**src/rtl/struct_lane_regfile_if.sv**
```systemverilog
// Request/response bundle for struct_lane_regfile: write, read and clear channels.
// The CSR/control front end is the master; the register file is the slave.
interface struct_lane_regfile_if #(
    parameter int AW     = 2,
    parameter int LANES  = 8,
    parameter int LANE_W = 8,
    parameter int TAG_W  = 16
);
    localparam int DW = LANES * LANE_W;
    localparam int RW = DW + TAG_W;

    logic                    wr_valid;
    logic                    wr_ready;
    logic [AW-1:0]           wr_addr;
    logic signed [7:0]       wr_left;
    logic signed [7:0]       wr_right;
    logic                    wr_lane_en;
    logic [DW-1:0]           wr_data;
    logic                    wr_tag_en;
    logic [TAG_W-1:0]        wr_tag_mask;
    logic [TAG_W-1:0]        wr_tag;
    logic                    wr_err;
    logic                    rd_en;
    logic [AW-1:0]           rd_addr;
    logic [RW-1:0]           rd_data;
    logic                    rd_valid;
    logic                    clr;
    logic                    busy;

    modport master (
        output wr_valid, wr_addr, wr_left, wr_right, wr_lane_en, wr_data,
               wr_tag_en, wr_tag_mask, wr_tag, rd_en, rd_addr, clr,
        input  wr_ready, wr_err, rd_data, rd_valid, busy
    );

    modport slave (
        input  wr_valid, wr_addr, wr_left, wr_right, wr_lane_en, wr_data,
               wr_tag_en, wr_tag_mask, wr_tag, rd_en, rd_addr, clr,
        output wr_ready, wr_err, rd_data, rd_valid, busy
    );
endinterface

```
**src/rtl/struct_lane_regfile.sv**
```systemverilog
// Register file of packed {lanes, tag} records with run-time lane-range writes,
// masked tag writes, registered reads and a one-record-per-cycle clear sequencer.
module struct_lane_regfile #(
    parameter int DEPTH      = 4,
    parameter int LANES      = 8,
    parameter int LANE_W     = 8,
    parameter int TAG_W      = 16,
    parameter int LANE_ORDER = 0,
    parameter int LANE_BASE  = 0
) (
    input  logic                  clk,
    input  logic                  rst,
    struct_lane_regfile_if.slave  bus
);
    localparam int AW = (DEPTH > 2) ? $clog2(DEPTH) : 1;
    localparam int DW = LANES * LANE_W;
    localparam int RW = DW + TAG_W;

    localparam logic [0:0] ST_IDLE  = 1'b0;
    localparam logic [0:0] ST_CLEAR = 1'b1;

    localparam logic signed [31:0] IDX_LO   = 32'(LANE_BASE);
    localparam logic signed [31:0] IDX_HI   = 32'(LANE_BASE + LANES - 1);
    localparam logic [AW:0]        DEPTH_C  = (AW + 1)'(DEPTH);
    localparam logic [AW-1:0]      LAST_CNT = AW'(DEPTH - 1);

    // Physical lane position (0 = lowest lane bits) of a declared lane index.
    function automatic logic signed [31:0] lane_pos(input logic signed [31:0] idx);
        if (LANE_ORDER == 0)
            lane_pos = idx - IDX_LO;
        else
            lane_pos = 32'(LANES - 1) - (idx - IDX_LO);
    endfunction

    function automatic logic range_legal(input logic signed [31:0] l,
                                         input logic signed [31:0] r);
        logic in_rng;
        logic dir_ok;
        in_rng = (l >= IDX_LO) && (l <= IDX_HI) && (r >= IDX_LO) && (r <= IDX_HI);
        dir_ok = (LANE_ORDER == 0) ? (l >= r) : (l <= r);
        return in_rng && dir_ok;
    endfunction

    logic [RW-1:0]      mem [DEPTH];
    logic [0:0]         state;
    logic [AW-1:0]      cnt;

    logic signed [31:0] left_p0;
    logic signed [31:0] right_p0;
    logic signed [31:0] pos_lo_p0;
    logic signed [31:0] pos_hi_p0;
    logic               lane_ok_p0;
    logic               wr_fire_p0;
    logic               wr_addr_ok_p0;
    logic               rd_addr_ok_p0;
    logic [DW-1:0]      data_sh_p0;
    logic [RW-1:0]      old_p0;
    logic [RW-1:0]      new_p0;
    logic [TAG_W-1:0]   tag_p0;

    logic [RW-1:0]      rd_data_p1;
    logic               vld_p1;
    logic               wr_err_p1;

    // Stage p0: decode the request and build the merged record
    always_comb begin
        left_p0       = {{24{bus.wr_left[7]}}, bus.wr_left};
        right_p0      = {{24{bus.wr_right[7]}}, bus.wr_right};
        wr_addr_ok_p0 = ({1'b0, bus.wr_addr} < DEPTH_C);
        rd_addr_ok_p0 = ({1'b0, bus.rd_addr} < DEPTH_C);
        wr_fire_p0    = bus.wr_valid && (state == ST_IDLE);
        lane_ok_p0    = bus.wr_lane_en && range_legal(left_p0, right_p0);
        pos_lo_p0     = lane_pos(right_p0);
        pos_hi_p0     = lane_pos(left_p0);
        data_sh_p0    = lane_ok_p0 ? (bus.wr_data << (LANE_W * pos_lo_p0[15:0])) : '0;
        old_p0        = wr_addr_ok_p0 ? mem[bus.wr_addr] : '0;

        new_p0 = old_p0;
        for (int p = 0; p < LANES; p++) begin
            if (lane_ok_p0 && (p >= pos_lo_p0) && (p <= pos_hi_p0))
                new_p0[TAG_W + p*LANE_W +: LANE_W] = data_sh_p0[p*LANE_W +: LANE_W];
        end

        tag_p0 = old_p0[TAG_W-1:0];
        if (bus.wr_tag_en)
            tag_p0 = (tag_p0 & ~bus.wr_tag_mask) | (bus.wr_tag & bus.wr_tag_mask);
        new_p0[TAG_W-1:0] = tag_p0;
    end

    // Stage p1: commit writes/clears, register read data and status
    always_ff @(posedge clk) begin
        if (rst) begin
            state      <= ST_IDLE;
            cnt        <= '0;
            vld_p1     <= 1'b0;
            wr_err_p1  <= 1'b0;
            rd_data_p1 <= '0;
            for (int i = 0; i < DEPTH; i++)
                mem[i] <= '0;
        end else begin
            vld_p1 <= bus.rd_en;
            if (bus.rd_en)
                rd_data_p1 <= rd_addr_ok_p0 ? mem[bus.rd_addr] : '0;

            wr_err_p1 <= wr_fire_p0 && wr_addr_ok_p0 && bus.wr_lane_en && !lane_ok_p0;
            if (wr_fire_p0 && wr_addr_ok_p0)
                mem[bus.wr_addr] <= new_p0;

            case (state)
                ST_IDLE: begin
                    if (bus.clr) begin
                        state <= ST_CLEAR;
                        cnt   <= '0;
                    end
                end
                ST_CLEAR: begin
                    mem[cnt] <= '0;
                    cnt      <= cnt + 1'b1;
                    if (cnt == LAST_CNT)
                        state <= ST_IDLE;
                end
                default: state <= ST_IDLE;
            endcase
        end
    end

    assign bus.wr_ready = (state == ST_IDLE);
    assign bus.busy     = (state == ST_CLEAR);
    assign bus.wr_err   = wr_err_p1;
    assign bus.rd_data  = rd_data_p1;
    assign bus.rd_valid = vld_p1;
endmodule
```
**src/flat_wrapper.sv**
```systemverilog
// flat-port wrapper written by rule: the top's interface ports become plain ports
module struct_lane_regfile_flat 
#(
    parameter int DEPTH      = 4,
    parameter int LANES      = 8,
    parameter int LANE_W     = 8,
    parameter int TAG_W      = 16,
    parameter int LANE_ORDER = 0,
    parameter int LANE_BASE  = 0
)
  (clk, rst, bus_wr_valid, bus_wr_addr, bus_wr_left, bus_wr_right, bus_wr_lane_en, bus_wr_data, bus_wr_tag_en, bus_wr_tag_mask, bus_wr_tag, bus_rd_en, bus_rd_addr, bus_clr, bus_wr_ready, bus_wr_err, bus_rd_data, bus_rd_valid, bus_busy);
  struct_lane_regfile_if #(.LANES(LANES), .LANE_W(LANE_W), .TAG_W(TAG_W)) bus_i ();
  input  logic clk;
  input  logic rst;
  input wire logic [$bits(bus_i.wr_valid)-1:0] bus_wr_valid;
  input wire logic [$bits(bus_i.wr_addr)-1:0] bus_wr_addr;
  input wire logic [$bits(bus_i.wr_left)-1:0] bus_wr_left;
  input wire logic [$bits(bus_i.wr_right)-1:0] bus_wr_right;
  input wire logic [$bits(bus_i.wr_lane_en)-1:0] bus_wr_lane_en;
  input wire logic [$bits(bus_i.wr_data)-1:0] bus_wr_data;
  input wire logic [$bits(bus_i.wr_tag_en)-1:0] bus_wr_tag_en;
  input wire logic [$bits(bus_i.wr_tag_mask)-1:0] bus_wr_tag_mask;
  input wire logic [$bits(bus_i.wr_tag)-1:0] bus_wr_tag;
  input wire logic [$bits(bus_i.rd_en)-1:0] bus_rd_en;
  input wire logic [$bits(bus_i.rd_addr)-1:0] bus_rd_addr;
  input wire logic [$bits(bus_i.clr)-1:0] bus_clr;
  output wire logic [$bits(bus_i.wr_ready)-1:0] bus_wr_ready;
  output wire logic [$bits(bus_i.wr_err)-1:0] bus_wr_err;
  output wire logic [$bits(bus_i.rd_data)-1:0] bus_rd_data;
  output wire logic [$bits(bus_i.rd_valid)-1:0] bus_rd_valid;
  output wire logic [$bits(bus_i.busy)-1:0] bus_busy;
  assign bus_i.wr_valid = bus_wr_valid;
  assign bus_i.wr_addr = bus_wr_addr;
  assign bus_i.wr_left = bus_wr_left;
  assign bus_i.wr_right = bus_wr_right;
  assign bus_i.wr_lane_en = bus_wr_lane_en;
  assign bus_i.wr_data = bus_wr_data;
  assign bus_i.wr_tag_en = bus_wr_tag_en;
  assign bus_i.wr_tag_mask = bus_wr_tag_mask;
  assign bus_i.wr_tag = bus_wr_tag;
  assign bus_i.rd_en = bus_rd_en;
  assign bus_i.rd_addr = bus_rd_addr;
  assign bus_i.clr = bus_clr;
  assign bus_wr_ready = bus_i.wr_ready;
  assign bus_wr_err = bus_i.wr_err;
  assign bus_rd_data = bus_i.rd_data;
  assign bus_rd_valid = bus_i.rd_valid;
  assign bus_busy = bus_i.busy;
  struct_lane_regfile #(.DEPTH(DEPTH), .LANES(LANES), .LANE_W(LANE_W), .TAG_W(TAG_W), .LANE_ORDER(LANE_ORDER), .LANE_BASE(LANE_BASE)) u_core (.clk(clk), .rst(rst), .bus(bus_i));
endmodule
```
**config.mk**
```make
export PLATFORM = sky130hd
export DESIGN_NAME = struct_lane_regfile_flat
export DESIGN_NICKNAME = d
export VERILOG_FILES = /design/src/rtl/struct_lane_regfile_if.sv /design/src/rtl/struct_lane_regfile.sv /design/src/flat_wrapper.sv
export SDC_FILE = /design/constraint.sdc
export NUM_CORES = 1
export LEC_CHECK = 0
export ABC_AREA = 0
export CAP_MARGIN = 30
export CORE_AREA = 2 2 196 198
export CTS_CLUSTER_DIAMETER = 80
export DETAILED_ROUTE_END_ITERATION = 10
export DIE_AREA = 0 0 198 200
export PLACE_DENSITY_LB_ADDON = 0.08
export SLEW_MARGIN = 15
export SYNTH_ARGS = -nofsm -noshare
export SYNTH_HDL_FRONTEND = slang
export SYNTH_SLANG_ARGS = --single-unit
```
**constraint.sdc**
```tcl
create_clock -name clk -period 9.2 [get_ports clk]
set_clock_uncertainty 0.1 [all_clocks]
set_input_delay 0.92 -clock clk [delete_from_list [all_inputs] [get_ports clk]]
set_output_delay 0.92 -clock clk [all_outputs]
set_load 0.02 [all_outputs]
```
==> impl_metrics.tcl, run 1 <==
set metrics [dict create \
    timing_limited_maximum_frequency_mhz 215 \
    report.final.slew_viol_count 0 \
    switching_power_uw 1190 \
    grt_pass1_wl_um 102000 \
    critPathMaxFanout 39 \
    path_clk_slew_ns 0.06 \
    yosys-mux-area-fraction 0.302 \
    route.final.wire_length_um 67700 \
    fill_cell_count 2552 \
    insertedDiodeCount 0 \
    holdCritPathClass "reg -> reg" \
    grt_antenna_before_repair 0 \
    cts_hold_buffers 0 \
    finalHoldViolCount 0 \
    internal_power_uw 3400 \
    clock_share_of_power 0.375 \
    cts_setup_buffers 0 \
    cp_cell_sequence "clkdlybuf4s50_1, inv_1, ha_1, o21ai_0, a21oi_1, a21oi_2, buf_4, or4b_2, buf_12, mux2i_1" \
    fp.dieW_um 198 \
    min_period_ns 4.64 \
    area_growth_syn_to_layout_pct 16.4 \
    clock_path_buffers 3 \
    drive_above_1_share 0.167 \
    finalWeightedCongestion 0.919 \
    cts_tree "built" \
    critical_path_required_ns 9.42 \
    number_of_global_route_vias_before_repair 17100 \
    detailedPlace.worstSlack_ns 4.05 \
    final_common_cell "edfxtp_1" \
    netlist.area_leader.share 0.412 \
    gr-usage-all-layers 0.346 \
    numPortBuffers 206 \
    seq_area_frac_synth 0.485 \
    netlist_area_sq_um 23300 \
    synth_simple_gate_area_frac 0.102 \
    fp.dieArea_sq_um 39600 \
    yosysTopAreaCell "edfxtp_1" \
    drt_iter0_markers 1949 \
    cp.buffers_inverters 4 \
    antenna_violating_nets_post_route 0 \
    io_pins 207 \
    timing.reg2reg.setup_slack_ns 5.67 \
    timing.max_slew.rel_slack 0.305 \
    drc 0 \
    start_util 0.624 \
    timing.max_cap.violations 0 \
    slowest_stage "or4b_2" \
    total_number_of_vias 17400 \
    cts.sinks 405 \
    coreArea_sq_um 37400 \
    final_net_count 2198 \
    finalCritPeriodShare 0.505 \
    synth_cell_type_count 51 \
    cts-buffers-inserted 44 \
    synth_compound_gate_area_share 0.0717 \
    wl_per_cell_um 25.9 \
    finalSetupTns_ns 0 \
    grt_max_degree 63 \
    max_stage_delay_on_crit_path_ns 0.99 \
    power.leakage_uw 0.00968 \
    clockRootBuffer "clkbuf_16" \
    swShare 0.260 \
    p_seq_frac 0.470 \
    layout_common_cells "edfxtp_1, nand2_1, mux2i_1, clkdlybuf4s50_1, nor2_1" \
    postLayoutSetupSlackWorst_ns 4.56 \
    synthAdderAreaFrac 0.00483 \
    netlist_top_cells_area "edfxtp_1, mux4_2, mux2i_1, dfxtp_1, nand2_1" \
    synth_top_family_by_area "multiplexers" \
    die_height_um 200 \
    synthCells 1945 \
    max_slew.worst_pin.slew_ns 1.04 \
    clock_tree.htree_level_count 2 \
    worst-endpoint-arrival_ns 4.87 \
    grt_remaining_overflow 0 \
    synth_xor_xnor_area_share 0 \
    finalCoreUtilization 0.726 \
    start_kind "primary input" \
    pwr_density_cell_nw_per_um2 169 \
    cpLargestDelayFamily "buffers and inverters" \
    endpoint_kind "flip-flop" \
    critical_path_class "in -> reg" \
    finalSetupViolations 0 \
    yosys_register_bits 405 \
    outcome "complete, no violations" \
    synth.avg_cell_area_sq_um 12.0 \
    cts_repair_resize_count 0 \
    combinationalPowerShare 0.156 \
    detail_route.vias_per_cell 6.65 \
    hpwl_um 43000 \
    drt-pass1-iter-count 5 \
    vdd_drop_max_mv 0.118 \
    setup_repair_after_global_routing_missed_its_margin "no" \
    placement_rows 71 \
    synth_warnings 0 \
    synthesized_netlist_net_count 2077 \
    worstSkewPairLatency_ns 0.58 \
]
cell usage after synthesis, drive strengths merged:
| library cell | n |
|---|---|
| o2bb2ai | 16 |
| ha | 9 |
| nor4 | 4 |
| and2 | 5 |
| nor4bb | 1 |
| nor3 | 4 |
| or3b | 2 |
| edfxtp | 320 |
| o2111a | 1 |
| nor3b | 3 |
| o2111ai | 26 |
| nand2 | 290 |
| a211oi | 2 |
| mux2i | 271 |
| and4 | 2 |
| a2bb2oi | 1 |
| a221o | 8 |
| clkbuf | 108 |
| dfxtp | 85 |
| mux4 | 160 |
| o22ai | 15 |
| a21oi | 115 |
| a41o | 1 |
| nand2b | 26 |
| nand3 | 20 |
| o211a | 1 |
| o41ai | 1 |
| inv | 34 |
| nor2 | 171 |
| a31oi | 2 |
| or3 | 7 |
| o31ai | 8 |
| mux2 | 65 |
| or4b | 1 |
| and3 | 5 |
| or4 | 3 |
| o21ai | 63 |
| nor2b | 6 |
| nand4 | 10 |
| a2111o | 1 |
| o32ai | 1 |
| buf | 60 |
| o21a | 1 |
| a21o | 10 |
final timing paths:
kind              cells past startpoint                endpoint                    from
setup reg to reg                      6       u_core.mem[0][71]         u_core.bus.busy
setup / recovery                     10       u_core.mem[2][40]         bus_wr_right[2]
hold reg to reg                       2  u_core.bus.rd_data[42]  u_core.bus.rd_data[42]
hold / removal                        2  u_core.bus.rd_data[42]  u_core.bus.rd_data[42]
state kept, by name, summed over array words and instances (netlist names):
register / flops
u_core.bus.busy: 1
u_core.bus.rd_data: 80
u_core.bus.rd_valid: 1
u_core.bus.wr_err: 1
u_core.cnt: 2
u_core.mem: 320
cells by family after synthesis:
group | after synthesis
compound gates | 273
simple gates | 560
fa+ha+maj | 9
mux | 496
buf+inv | 202
flops | 405
power by group through the flow:
stage | clock network (uW) | registers, uW | logic (uW)
2_1_floorplan | 0 | 2210 | 411
3_3_place_gp | 0 | 2180 | 687
3_5_place_dp | 0 | 2190 | 701
4_1_cts | 1740 | 2160 | 705
5_1_grt | 1810 | 2170 | 755
6_report | 1720 | 2160 | 715
worst min-delay path, cell delays in order, from the launching register on:
cell	delay, ns
dfxtp_1	0.32
mux2i_1	0.06
nor2_1	0.07
layer usage:
metal  up-vias  GRT usage  part of all wire
met5         -          0                 0
met1      8607      0.482              0.39
li1       7602          -                 -
met3       133     0.0701              0.10
met2      1038      0.543              0.47
met4         0      0.133             0.032
final cells by class:
cell class                 instances  area [sq um]  share of cell area
clock buffer                      68          1280              0.0473
inverter                          34           128             0.00470
tap                              511           639              0.0235
sequential                       405         11300               0.417
clock inverter                    13           101             0.00373
timing repair buffer             243          2420              0.0891
multi-input combinational       1338         11300               0.415
metrics by stage:
stage	instances	power [uW]	hold WS (ns)	area [sq um]
global placement	2520	2870	0.371	25600
floorplan	1945	2620	0.388	23300
CTS	2606	4600	0.396	27000
finish	2612	4590	0.392	27200
detailed placement	2525	2900	0.383	25700
global route	2612	4730	0.419	27200
No activity file was read; power rests on OpenSTA's default activity.
==> run 2, diff against run 1 <==
--- a/config.mk
+++ b/config.mk
@@ -7,10 +7,10 @@
 export LEC_CHECK = 0
 export ABC_AREA = 0
 export CAP_MARGIN = 30
-export CORE_AREA = 2 2 196 198
+export CORE_AREA = 2 2 202 204
 export CTS_CLUSTER_DIAMETER = 80
 export DETAILED_ROUTE_END_ITERATION = 10
-export DIE_AREA = 0 0 198 200
+export DIE_AREA = 0 0 204 206
 export PLACE_DENSITY_LB_ADDON = 0.08
 export SLEW_MARGIN = 15
 export SYNTH_ARGS = -nofsm -noshare
==> constraint.sdc (replaced) <==
create_clock -name clk -period 4.7 [get_ports clk]
set_clock_uncertainty 0.1 [all_clocks]
set_input_delay 0.47 -clock clk [delete_from_list [all_inputs] [get_ports clk]]
set_output_delay 0.47 -clock clk [all_outputs]
set_load 0.02 [all_outputs]
==> run 2 against run 1 <==
- clock-buffer cell count is 9 lower
- die area rose by 6.1%
- final cell count increased by 1.3%
- non-clock buffer count up 14
- critical endpoint is now u_core.mem[2][43]
- global-route usage fell by 1.7 points
==> impl_metrics.tcl, run 2 (synthesized netlist as in run 1, its figures left out) <==
set metrics [dict create \
    grt_antenna_before_repair 2 \
    finalSetupViolations 0 \
    vdd_drop_max_mv 0.314 \
    path_clk_slew_ns 0.06 \
    numPortBuffers 206 \
    drt_iter0_markers 1877 \
    fill_cell_count 3011 \
    start_util 0.580 \
    cts_repair_resize_count 0 \
    cp_cell_sequence "clkdlybuf4s50_1, inv_1, ha_1, o32ai_1, a21oi_2, or4b_2, buf_16, mux2i_1" \
    layout_common_cells "edfxtp_1, nand2_1, mux2i_1, clkdlybuf4s50_1, nor2_1" \
    hpwl_um 43900 \
    max_stage_delay_on_crit_path_ns 1.04 \
    fp.dieW_um 204 \
    timing.hold.worst.start "bus_rd_en" \
    clock_share_of_power 0.368 \
    worstSkewPairLatency_ns 0.58 \
    wl_per_cell_um 26.1 \
    finalWeightedCongestion 0.962 \
    internal_power_uw 6570 \
    io_pins 207 \
    register_with_the_highest_flop_count "u_core.mem" \
    final_net_count 2212 \
    cts_tree "built" \
    hold_end "u_core.bus.rd_valid" \
    critical_path_class "in -> reg" \
    combinationalPowerShare 0.158 \
    max_reg_flops 320 \
    cts_hold_buffers 0 \
    antenna_violating_nets_post_route 0 \
    timing.reg2reg.setup_slack_ns 1.60 \
    worst-endpoint-arrival_ns 3.72 \
    area_growth_syn_to_layout_pct 16.7 \
    timing_limited_maximum_frequency_mhz 285 \
    clock_path_buffers 3 \
    critical_path_required_ns 4.92 \
    finalCoreUtilization 0.677 \
    placement_rows 74 \
    min_path_cells 2 \
    holdCritPathClass "in -> reg" \
    pwr_density_cell_nw_per_um2 328 \
    final_common_cell "edfxtp_1" \
    finalSetupTns_ns 0 \
    outcome "complete, no violations" \
    rr_worst_depth 6 \
    setup_repair_after_global_routing_missed_its_margin "no" \
    timing.max_slew.rel_slack 0.318 \
    cts_setup_buffers 0 \
    report.final.slew_viol_count 0 \
    max_slew.worst_pin.slew_ns 1.02 \
    endpoint_kind "flip-flop" \
    grt_remaining_overflow 0 \
    p_seq_frac 0.473 \
    route.final.wire_length_um 69000 \
    fp.dieArea_sq_um 42000 \
    number_of_global_route_vias_before_repair 17100 \
    coreArea_sq_um 40200 \
    cts-buffers-inserted 44 \
    crit-reg2reg-launch "u_core.bus.busy" \
    power.leakage_uw 0.00972 \
    critPathMaxFanout 17 \
    slowest_stage "or4b_2" \
    drt-pass1-iter-count 5 \
    gr-usage-all-layers 0.329 \
    detail_route.vias_per_cell 6.58 \
    worst_r2r_endpoint "u_core.mem[0][68]" \
    drive_above_1_share 0.172 \
    clock_tree.htree_level_count 2 \
    min_period_ns 3.50 \
    switching_power_uw 2340 \
    die_height_um 206 \
    cts.sinks 405 \
    startpoint "bus_wr_right[7]" \
    drc 0 \
    grt_max_degree 63 \
    p_total_uw 8920 \
    clockRootBuffer "clkbuf_16" \
    timing.max_cap.violations 0 \
    grt_pass1_wl_um 103000 \
    total_number_of_vias 17400 \
    swShare 0.263 \
    finalCritPeriodShare 0.745 \
    insertedDiodeCount 0 \
    finalHoldViolCount 0 \
    finalHoldWorstSlack_ns 0.284 \
    start_kind "primary input" \
]
-- run 2: critical path, delay by kind of cell --
kind | cells | cell delay (ns)
and+or+nand+nor | 1 | 1.04
adders and majority gates | 1 | 0.25
muxes | 1 | 0.13
AOI/OAI and AO/OA | 2 | 0.67
buffers and inverters | 3 | 1.14
-- run 2: final cells by class --
class	instances	area, sq um	share of cell area
clock buffer	59	1200	0.0440
clock inverter	21	146	0.00538
inverter	34	128	0.00469
multi-input combinational	1338	11300	0.414
sequential	405	11300	0.416
tap	532	666	0.0245
timing repair buffer	257	2510	0.0921
-- run 2: per-stage QoR --
| step | area, sq um | instances | setup slack [ns] |
|---|---|---|---|
| 3_5_place_dp | 25800 | 2563 | 0.653 |
| 5_1_grt | 27200 | 2646 | 1.04 |
| 3_3_place_gp | 25800 | 2562 | 0.682 |
| 2_1_floorplan | 23300 | 1945 | 0.750 |
| 4_1_cts | 27200 | 2643 | 1.24 |
| 6_report | 27200 | 2646 | 1.20 |
-- run 2: how the worst max path moves through the flow --
| stage | endpoint | slack [ns] | cells past startpoint |
|---|---|---|---|
| after floorplan | u_core.mem[1][0] | 0.75 | 7 |
| after global placement | u_core.mem[0][40] | 0.68 | 8 |
| after detailed placement | u_core.mem[2][46] | 0.65 | 8 |
| after CTS | u_core.mem[2][46] | 1.24 | 8 |
| after global routing | u_core.mem[2][46] | 1.04 | 8 |
| final | u_core.mem[2][43] | 1.20 | 8 |
-- run 2: layer usage --
| metal | global-route usage | vias up | wire (um) | share of wire |
|---|---|---|---|---|
| li1 | - | 7613 | - | - |
| met1 | 0.462 | 8647 | 27900 | 0.40 |
| met2 | 0.521 | 990 | 32000 | 0.46 |
| met3 | 0.0598 | 167 | 6880 | 0.10 |
| met4 | 0.114 | 4 | 2220 | 0.032 |
| met5 | 0 | - | 24 | 0.00035 |
-- run 2: power by group through the flow --
stage | combinational [uW] | sequential, uW | clock, uW
finish | 1410 | 4220 | 3280
global route | 1490 | 4240 | 3450
CTS | 1400 | 4220 | 3310
detailed placement | 1390 | 4290 | 0
global placement | 1370 | 4270 | 0
floorplan | 806 | 4330 | 0
